<file path="config.mk">
export PLATFORM = sky130hd
export DESIGN_NAME = cla_multiword_seq
export DESIGN_NICKNAME = d
export VERILOG_FILES = /design/src/rtl/cla_multiword_seq_pkg.sv /design/src/rtl/cla_multiword_seq_cla.sv /design/src/rtl/cla_multiword_seq.sv
export SDC_FILE = /design/constraint.sdc
export NUM_CORES = 1
export LEC_CHECK = 0
export BUFFER_PORTS_ARGS = -buffer_cell sky130_fd_sc_hd__buf_2
export CAP_MARGIN = 20
export CORE_MARGIN = 2
export CORE_UTILIZATION = 54
export CTS_CLUSTER_SIZE = 8
export DETAILED_ROUTE_END_ITERATION = 7
export GPL_ROUTABILITY_DRIVEN = 0
export GPL_TIMING_DRIVEN = 0
export PLACE_DENSITY = 0.86
export SLEW_MARGIN = 0
export SYNTH_ARGS = -nofsm -noshare
export SYNTH_HDL_FRONTEND = slang
export SYNTH_HIERARCHICAL = 1
export SYNTH_SLANG_ARGS = --single-unit
</file>
<file path="constraint.sdc">
create_clock -name i_clk -period 18.75 [get_ports i_clk]
set_input_delay 3.75 -clock i_clk [delete_from_list [all_inputs] [get_ports i_clk]]
set_output_delay 3.75 -clock i_clk [all_outputs]
set_load 0.1 [all_outputs]
</file>
<file path="src/rtl/cla_multiword_seq_pkg.sv">
// Shared types for the multi-word add/subtract sequencer: FSM state
// encoding and the sizing rule for the word index.
package cla_seq_pkg;

    typedef enum logic [1:0] {
        IDLE = 2'd0,
        RUN  = 2'd1,
        DONE = 2'd2
    } state_t;

    // A single-word build still needs a one-bit index register.
    function automatic int idx_width(input int words);
        return (words > 1) ? $clog2(words) : 1;
    endfunction

endpackage

</file>
<file path="src/rtl/cla_multiword_seq_cla.sv">
// BIT-wide carry-lookahead adder shared by every word of a multi-word
// operation; generate/propagate form, carries resolved combinationally.
module carry_lookahead_adder #(
    parameter int BIT = 32
) (
    input  logic [BIT-1:0] i_a,
    input  logic [BIT-1:0] i_b,
    input  logic           i_c,
    output logic [BIT-1:0] o_s,
    output logic           o_c
);

    logic [BIT-1:0] gen;
    logic [BIT-1:0] prop;
    logic [BIT:0]   carry;

    assign gen  = i_a & i_b;
    assign prop = i_a ^ i_b;

    always_comb begin
        carry    = '0;
        carry[0] = i_c;
        for (int i = 0; i < BIT; i++) begin
            carry[i+1] = gen[i] | (prop[i] & carry[i]);
        end
    end

    assign o_s = prop ^ carry[BIT-1:0];
    assign o_c = carry[BIT];

endmodule

</file>
<file path="src/rtl/cla_multiword_seq.sv">
// Multi-precision add/subtract sequencer: one narrow CLA walks the operands
// least-significant word first, chaining the carry through a register.
module cla_multiword_seq
    import cla_seq_pkg::*;
#(
    parameter int BIT   = 32,
    parameter int WORDS = 4
) (
    input  logic                  i_clk,
    input  logic                  i_rstn,
    input  logic                  i_valid,
    output logic                  o_ready,
    input  logic [WORDS*BIT-1:0]  i_data_a,
    input  logic [WORDS*BIT-1:0]  i_data_b,
    input  logic                  i_carry,
    input  logic                  i_sub,
    output logic                  o_valid,
    input  logic                  i_ready,
    output logic [WORDS*BIT-1:0]  o_data_s,
    output logic                  o_carry
);

    localparam int             IW   = idx_width(WORDS);
    localparam logic [IW-1:0]  LAST = IW'(WORDS - 1);

    state_t                     state;
    logic [WORDS-1:0][BIT-1:0]  a_q;
    logic [WORDS-1:0][BIT-1:0]  b_q;
    logic [WORDS-1:0][BIT-1:0]  sum_q;
    logic                       c_q;
    logic [IW-1:0]              idx;

    logic [BIT-1:0]             a_word;
    logic [BIT-1:0]             b_word;
    logic [BIT-1:0]             add_s;
    logic                       add_c;

    // Compare-based word select keeps the mux legal for any WORDS, including 1.
    always_comb begin
        a_word = '0;
        b_word = '0;
        for (int w = 0; w < WORDS; w++) begin
            if (idx == IW'(w)) begin
                a_word = a_q[w];
                b_word = b_q[w];
            end
        end
    end

    carry_lookahead_adder #(.BIT(BIT)) u_cla (
        .i_a (a_word),
        .i_b (b_word),
        .i_c (c_q),
        .o_s (add_s),
        .o_c (add_c)
    );

    always_ff @(posedge i_clk or negedge i_rstn) begin
        if (!i_rstn) begin
            state   <= IDLE;
            o_ready <= 1'b1;
            o_valid <= 1'b0;
            a_q     <= '0;
            b_q     <= '0;
            sum_q   <= '0;
            c_q     <= 1'b0;
            idx     <= '0;
            o_carry <= 1'b0;
        end else begin
            case (state)
                IDLE: begin
                    if (i_valid) begin
                        // Subtraction is A + ~B + 1, so B is inverted on entry.
                        a_q     <= i_data_a;
                        b_q     <= i_sub ? ~i_data_b : i_data_b;
                        c_q     <= i_sub ? 1'b1 : i_carry;
                        idx     <= '0;
                        state   <= RUN;
                        o_ready <= 1'b0;
                    end
                end
                RUN: begin
                    for (int w = 0; w < WORDS; w++) begin
                        if (idx == IW'(w)) begin
                            sum_q[w] <= add_s;
                        end
                    end
                    c_q <= add_c;
                    if (idx == LAST) begin
                        o_carry <= add_c;
                        state   <= DONE;
                        o_valid <= 1'b1;
                    end else begin
                        idx <= idx + IW'(1);
                    end
                end
                DONE: begin
                    if (i_ready) begin
                        state   <= IDLE;
                        o_valid <= 1'b0;
                        o_ready <= 1'b1;
                    end
                end
                default: begin
                    state   <= IDLE;
                    o_valid <= 1'b0;
                    o_ready <= 1'b1;
                end
            endcase
        end
    end

    assign o_data_s = sum_q;

endmodule

</file>
==> results of run 1 <==
[placed cells by master (no fill, tap or decap), drive strengths merged]
| cell type | count |
|---|---|
| dfrtp | 391 |
| nor2 | 101 |
| clkbuf | 97 |
| inv | 73 |
| dfstp | 1 |
| xor2 | 31 |
| a22o | 64 |
| a21oi | 222 |
| nor3 | 1 |
| buf | 491 |
| nand2b | 2 |
| xnor2 | 97 |
| and2b | 1 |
| ha | 4 |
| o21ai | 124 |
| o31ai | 3 |
| a221oi | 3 |
| nor2b | 4 |
| a2bb2oi | 1 |
| o21bai | 1 |
| diode | 23 |
| fa | 32 |
| nor3b | 1 |
| nand2 | 133 |
| mux2 | 228 |
[synth_stat cells]
cell / n / area [um^2]
nand2_4: 4 / 45.0
nor3b_2: 1 / 12.5
a221oi_1: 3 / 26.3
xnor2_1: 97 / 850
nand2b_1: 2 / 12.5
buf_6: 17 / 191
inv_1: 73 / 274
dfstp_2: 1 / 26.3
o21ai_0: 124 / 621
a22o_1: 64 / 561
o31ai_1: 3 / 22.5
buf_1: 14 / 52.6
a21oi_1: 222 / 1110
xor2_1: 31 / 272
a2bb2oi_1: 1 / 8.76
buf_4: 13 / 97.6
nor2_1: 101 / 379
fa_1: 32 / 641
nand2_1: 129 / 484
nor3_1: 1 / 5.00
mux2_2: 221 / 2490
and2b_4: 1 / 10.0
o21bai_1: 1 / 7.51
clkbuf_1: 28 / 105
ha_1: 4 / 50.1
nor2b_1: 4 / 25.0
mux2_1: 7 / 78.8
dfrtp_1: 391 / 9780
buf_2: 53 / 265
[final timing paths]
check / start / endpoint / cells past startpoint
hold / removal: o_data_s[39] / o_data_s[39] / 1
setup / recovery: idx[1] / o_data_s[31] / 44
setup reg to reg: idx[1] / o_data_s[31] / 44
hold reg to reg: o_data_s[39] / o_data_s[39] / 1
max in group asynchronous: i_rstn / o_data_s[16] / 3
min in group asynchronous: i_rstn / o_data_s[23] / 1
[per-stage QoR]
stage                     cells   util  setup slack [ps]  hold slack (ps)
after floorplan            1643      -              4910              450
after global placement     2482  0.625              3410              468
after detailed placement   2485  0.628              3280              481
after CTS                  2554  0.672              3190              497
after global routing       2575  0.674              2840              501
final                      2577  0.674              3060              496
[cell families (layout without fill, tap and decap cells)]
family / count (synthesis) / after routing / synth area share
AOI/OAI and AO/OA: 418 / 418 / 0.127
DFF: 392 / 392 / 0.530
and+or+nand+nor: 243 / 243 / 0.0526
muxes: 228 / 228 / 0.139
buffers and inverters: 198 / 661 / 0.0533
xor gates and xnor gates: 128 / 128 / 0.0606
adders and majority gates: 36 / 36 / 0.0373
other: 0 / 23 / 0
[sequential cells by signal, indices dropped and copies added (netlist names)]
name	cells
idx	2
a_q	128
state	2
o_ready	1
o_valid	1
o_carry	1
c_q	1
o_data_s	128
b_q	128
[worst max-delay path: cells and delay by family (launching register included)]
family | cells | cell delay (ps)
muxes | 1 | 160
AOI/OAI and AO/OA | 2 | 330
buffers and inverters | 8 | 1680
adders and majority gates | 33 | 12990
DFF | 1 | 430
[layout make-up]
class,count,area (um^2),area share
diodes,23,57.6,0.00254
plain buffers,125,712,0.0314
clock buffers,69,1470,0.0650
inverters,73,274,0.0121
multi-input cells,1053,7710,0.340
flip-flops and latches,392,9810,0.433
well taps,448,561,0.0248
repair buffers,394,2050,0.0905
[routing by layer]
metal | part of all wire | up-vias | wire (um) | GRT usage
met3 | 0.082 | 166 | 4690 | 0.0671
met2 | 0.48 | 766 | 27900 | 0.520
met4 | 0.045 | 2 | 2600 | 0.159
met1 | 0.39 | 7327 | 22400 | 0.411
met5 | 0.00014 | - | 8 | 0
li1 | - | 6464 | - | -
==> impl_metrics.yaml, run 1 <==
die:
  num_rows: 67
  die_w_um: 189
  die_h_um: 189
  die_area_mm2: 0.0358
  core_mm2: 0.0336
  io_pins: 393
  initial_core_util: 0.551
cells_and_area:
  area_growth_pct: 22.4
  final_nets: 2391
  postLayoutCellArea_mm2: 0.0226
  fillers: 2442
  drive_gt1_frac: 0.362
worst_setup_path:
  crit_top_cell: "fa_1"
  path_max_fanout: 10
  worstPathRequired_ps: 19250
  endpoint_kind: "register"
  path_class: "reg2reg"
  cpPeakStageDelay_ps: 470
  arrival_ps: 16190
  cp-start-kind: "register"
  r2r_setup_slack_ps: 3060
  crit_slowest_cell: "fa_1"
sta:
  max_freq_mhz: 63.7
  fin_crit_ps: 15690
  tightest_slew_ps: 776
  slew_viol_final: 0
  rsz0062_at_grt: "false"
  slew_headroom: 0.483
  setup_viol: 0
  fin_setup_tns_ps: 0
  hold_viol: 0
  post-route-period-util: 0.837
  skew_ps: 21.1
clock_network:
  postCtsHoldBufs: 0
  cts_tree: "yes"
  cts_buffer_depth: 3
  htreeDepth: 2
  clk_pin_slew_ps: 60
  clock_latency_ps: 570
  cts_buffers: 54
  post_cts_resized: 0
  cts_root_buf: "clkbuf_16"
  postCtsSetupBuffers: 0
  cts.sinks: 392
logic_synthesis:
  syn_inst: 1643
  ys_ff_latch: 392
  yosysWarningCount: 6
  syn_avg_cell_area_um2: 11.3
  netlist_area_mm2: 0.0185
  syn_nets: 1941
  synth_cell_types: 29
  ys_seq_area_frac: 0.530
min_path:
  holdCritPathClass: "reg2reg"
job:
  drv_cap: 0
routing:
  ant_nets: 0
  wl_um: 57500
  wire_per_inst_um: 22.3
  drt-initial-drc-count: 983
  dr.pass1.iters: 5
  num_vias: 14700
  vias_per_cell: 5.71
  drc_errors: 0
place:
  placed_area_mm2: 0.0211
  dp_hpwl_um: 42500
  portBuffers: 391
global_route:
  overflow: 0
  antenna_found_initial: 21
  first_global_vias: 15400
  grt_util_all_layers: 0.321
  grt_pass1_wl_um: 86800
  grt_max_degree: 130
status:
  outcome: "complete, no violations"
Power of run 1 is left out: the tool's default activity adds up to more than one toggle a clock period on the data nets, which glitch-free logic cannot reach.
==> run 2: changes to the inputs <==
--- a/config.mk
+++ b/config.mk
@@ -5,15 +5,16 @@
 export SDC_FILE = /design/constraint.sdc
 export NUM_CORES = 1
 export LEC_CHECK = 0
+export ABC_AREA = 1
 export BUFFER_PORTS_ARGS = -buffer_cell sky130_fd_sc_hd__buf_2
 export CAP_MARGIN = 20
 export CORE_MARGIN = 2
-export CORE_UTILIZATION = 54
+export CORE_UTILIZATION = 50
 export CTS_CLUSTER_SIZE = 8
 export DETAILED_ROUTE_END_ITERATION = 7
 export GPL_ROUTABILITY_DRIVEN = 0
 export GPL_TIMING_DRIVEN = 0
-export PLACE_DENSITY = 0.86
+export PLACE_DENSITY = 0.84
 export SLEW_MARGIN = 0
 export SYNTH_ARGS = -nofsm -noshare
 export SYNTH_HDL_FRONTEND = slang
==> constraint.sdc (replaced) <==
create_clock -name i_clk -period 13.81 [get_ports i_clk]
set_input_delay 2.762 -clock i_clk [delete_from_list [all_inputs] [get_ports i_clk]]
set_output_delay 2.762 -clock i_clk [all_outputs]
set_load 0.1 [all_outputs]
==> impl_metrics.yaml, run 2 <==
global_route:
  first_global_vias: 17300
  grt_max_degree: 120
  grt_util_all_layers: 0.321
  antenna_found_initial: 4
  grt_pass1_wl_um: 95500
  overflow: 0
logic_synthesis:
  ys_seq_area_frac: 0.521
  syn_inst: 2322
  synth_commonest_cells: "nand2_1, dfrtp_1, a21oi_1"
  synth_top_area_share: 0.519
  synth.largest_area_cell: "dfrtp_1"
  synth_cell_types: 23
  ys_async_sr_fraction: 1.00
  syn_avg_cell_area_um2: 8.12
  yosysWarningCount: 6
  synth_top_flop_cell: "dfrtp_1"
  syn_nets: 2620
  netlist_area_mm2: 0.0188
  synth.most_common_cell: "nand2_1"
  ys_ff_latch: 392
  synth_edf_count: 0
  synthTopCellsByArea: "dfrtp_1, nand2_1, xor2_1"
routing:
  vias_per_cell: 5.29
  ant_nets: 0
  wl_um: 62600
  drc_errors: 0
  drt-initial-drc-count: 1473
  num_vias: 17400
  dr.pass1.iters: 6
  wire_per_inst_um: 19.0
cells_and_area:
  area_growth_pct: 23.1
  final_nets: 3072
  drive_gt1_frac: 0.216
  layout_common_cells: "nand2_1, buf_2, dfrtp_1"
  layout.cells.most_common: "nand2_1"
  layout.cells.non_filler: 3299
  postLayoutCellArea_mm2: 0.0232
place:
  dp.cells: 3227
  portBuffers: 391
  dp_hpwl_um: 46700
  placed_area_mm2: 0.0215
clock_network:
  cts.sinks: 392
  clk_pin_slew_ps: 50
  cts_buffer_depth: 3
  clock_latency_ps: 590
  cts_tree: "yes"
  cts_root_buf: "clkbuf_16"
  cts_buffers: 54
  htreeDepth: 2
worst_setup_path:
  path_max_fanout: 10
  regToRegStartpoint: "idx[1]"
  cp-start-kind: "register"
  r2r_setup_slack_ps: 340
  crit_slowest_cell: "fa_2"
  path_class: "reg2reg"
  worstPathRequired_ps: 14300
  reg2reg_depth: 46
  reg2reg_to: "o_data_s[127]"
  endpoint_kind: "register"
  arrival_ps: 13960
  cpPeakStageDelay_ps: 490
  crit_top_cell: "fa_2"
die:
  initial_core_util: 0.504
  die_w_um: 198
  core_mm2: 0.0374
  die_h_um: 198
  die_area_mm2: 0.0393
  num_rows: 71
  io_pins: 393
sta:
  max_freq_mhz: 74.2
  slew_headroom: 0.580
  hold_viol: 0
  rsz0062_at_grt: "false"
  setup_viol: 0
  slew_viol_final: 0
  post-route-period-util: 0.976
  tightest_slew_ps: 631
  skew_ps: 28.0
  timing.hold.ws_ps: 466
  fin_crit_ps: 13470
min_path:
  hold_path_end: "o_ready"
  holdCritPathClass: "reg2reg"
  hold_start: "o_ready"
  whs_path_depth: 2
status:
  outcome: "complete, no violations"
job:
  drv_cap: 0
-- run 2: cells by family after synthesis --
logic type                 share of synthesized area
xor gates and xnor gates                      0.0595
AOI/OAI and AO/OA                             0.0689
and+or+nand+nor                                0.254
adders and majority gates                     0.0366
DFF                                            0.521
buffers and inverters                         0.0607
-- run 2: worst max-delay path by stage --
stage	startpoint	end	cells past startpoint
2_1_floorplan	idx[0]	o_data_s[127]	45
3_3_place_gp	idx[0]	o_data_s[63]	45
3_5_place_dp	idx[0]	o_data_s[127]	45
4_1_cts	idx[1]	o_data_s[95]	46
5_1_grt	idx[1]	o_data_s[127]	46
6_report	idx[1]	o_data_s[127]	46
-- run 2: final cells by class --
cell class / instances / area, um^2
Tap cell: 511 / 639
Multi-Input combinational cell: 1668 / 8000
Clock inverter: 3 / 33.8
Timing Repair Buffer: 396 / 2060
Fill cell: 3162 / 14200
Sequential cell: 392 / 9810
Clock buffer: 65 / 1390
Buffer: 146 / 810
Inverter: 116 / 440
Antenna cell: 2 / 5.00
-- run 2: repair_timing --
action	4_1_cts	5_1_grt
resized for setup	66	13
hold buffers	0	0
pin swaps	3	5
gates cloned	0	0
setup buffers	2	0
setup endpoints to repair	22	10
-- run 2: metal layers --
metal	up-vias	wire, um	track usage
met4	6	3170	0.158
li1	8018	-	-
met3	193	5400	0.0577
met2	926	29000	0.515
met1	8304	25000	0.420
met5	-	39	0
-- run 2: worst max-delay path: cells and delay by family (launching register included) --
| family | cells | cell delay (ps) |
|---|---|---|
| DFF | 1 | 410 |
| adders and majority gates | 33 | 11650 |
| and+or+nand+nor | 3 | 190 |
| AOI/OAI and AO/OA | 2 | 250 |
| buffers and inverters | 8 | 870 |
-- run 2: per-stage QoR --
step | utilization | worst slack, ps | TNS (ps)
after floorplan | - | 81.2 | 0
after detailed placement | 0.576 | -1620 | -18270
after global placement | 0.573 | -1430 | -15510
after CTS | 0.619 | 11.3 | 0
after global routing | 0.620 | 21.3 | 0
final | 0.620 | 337 | 0
Power of run 2 is left out for the same reason.
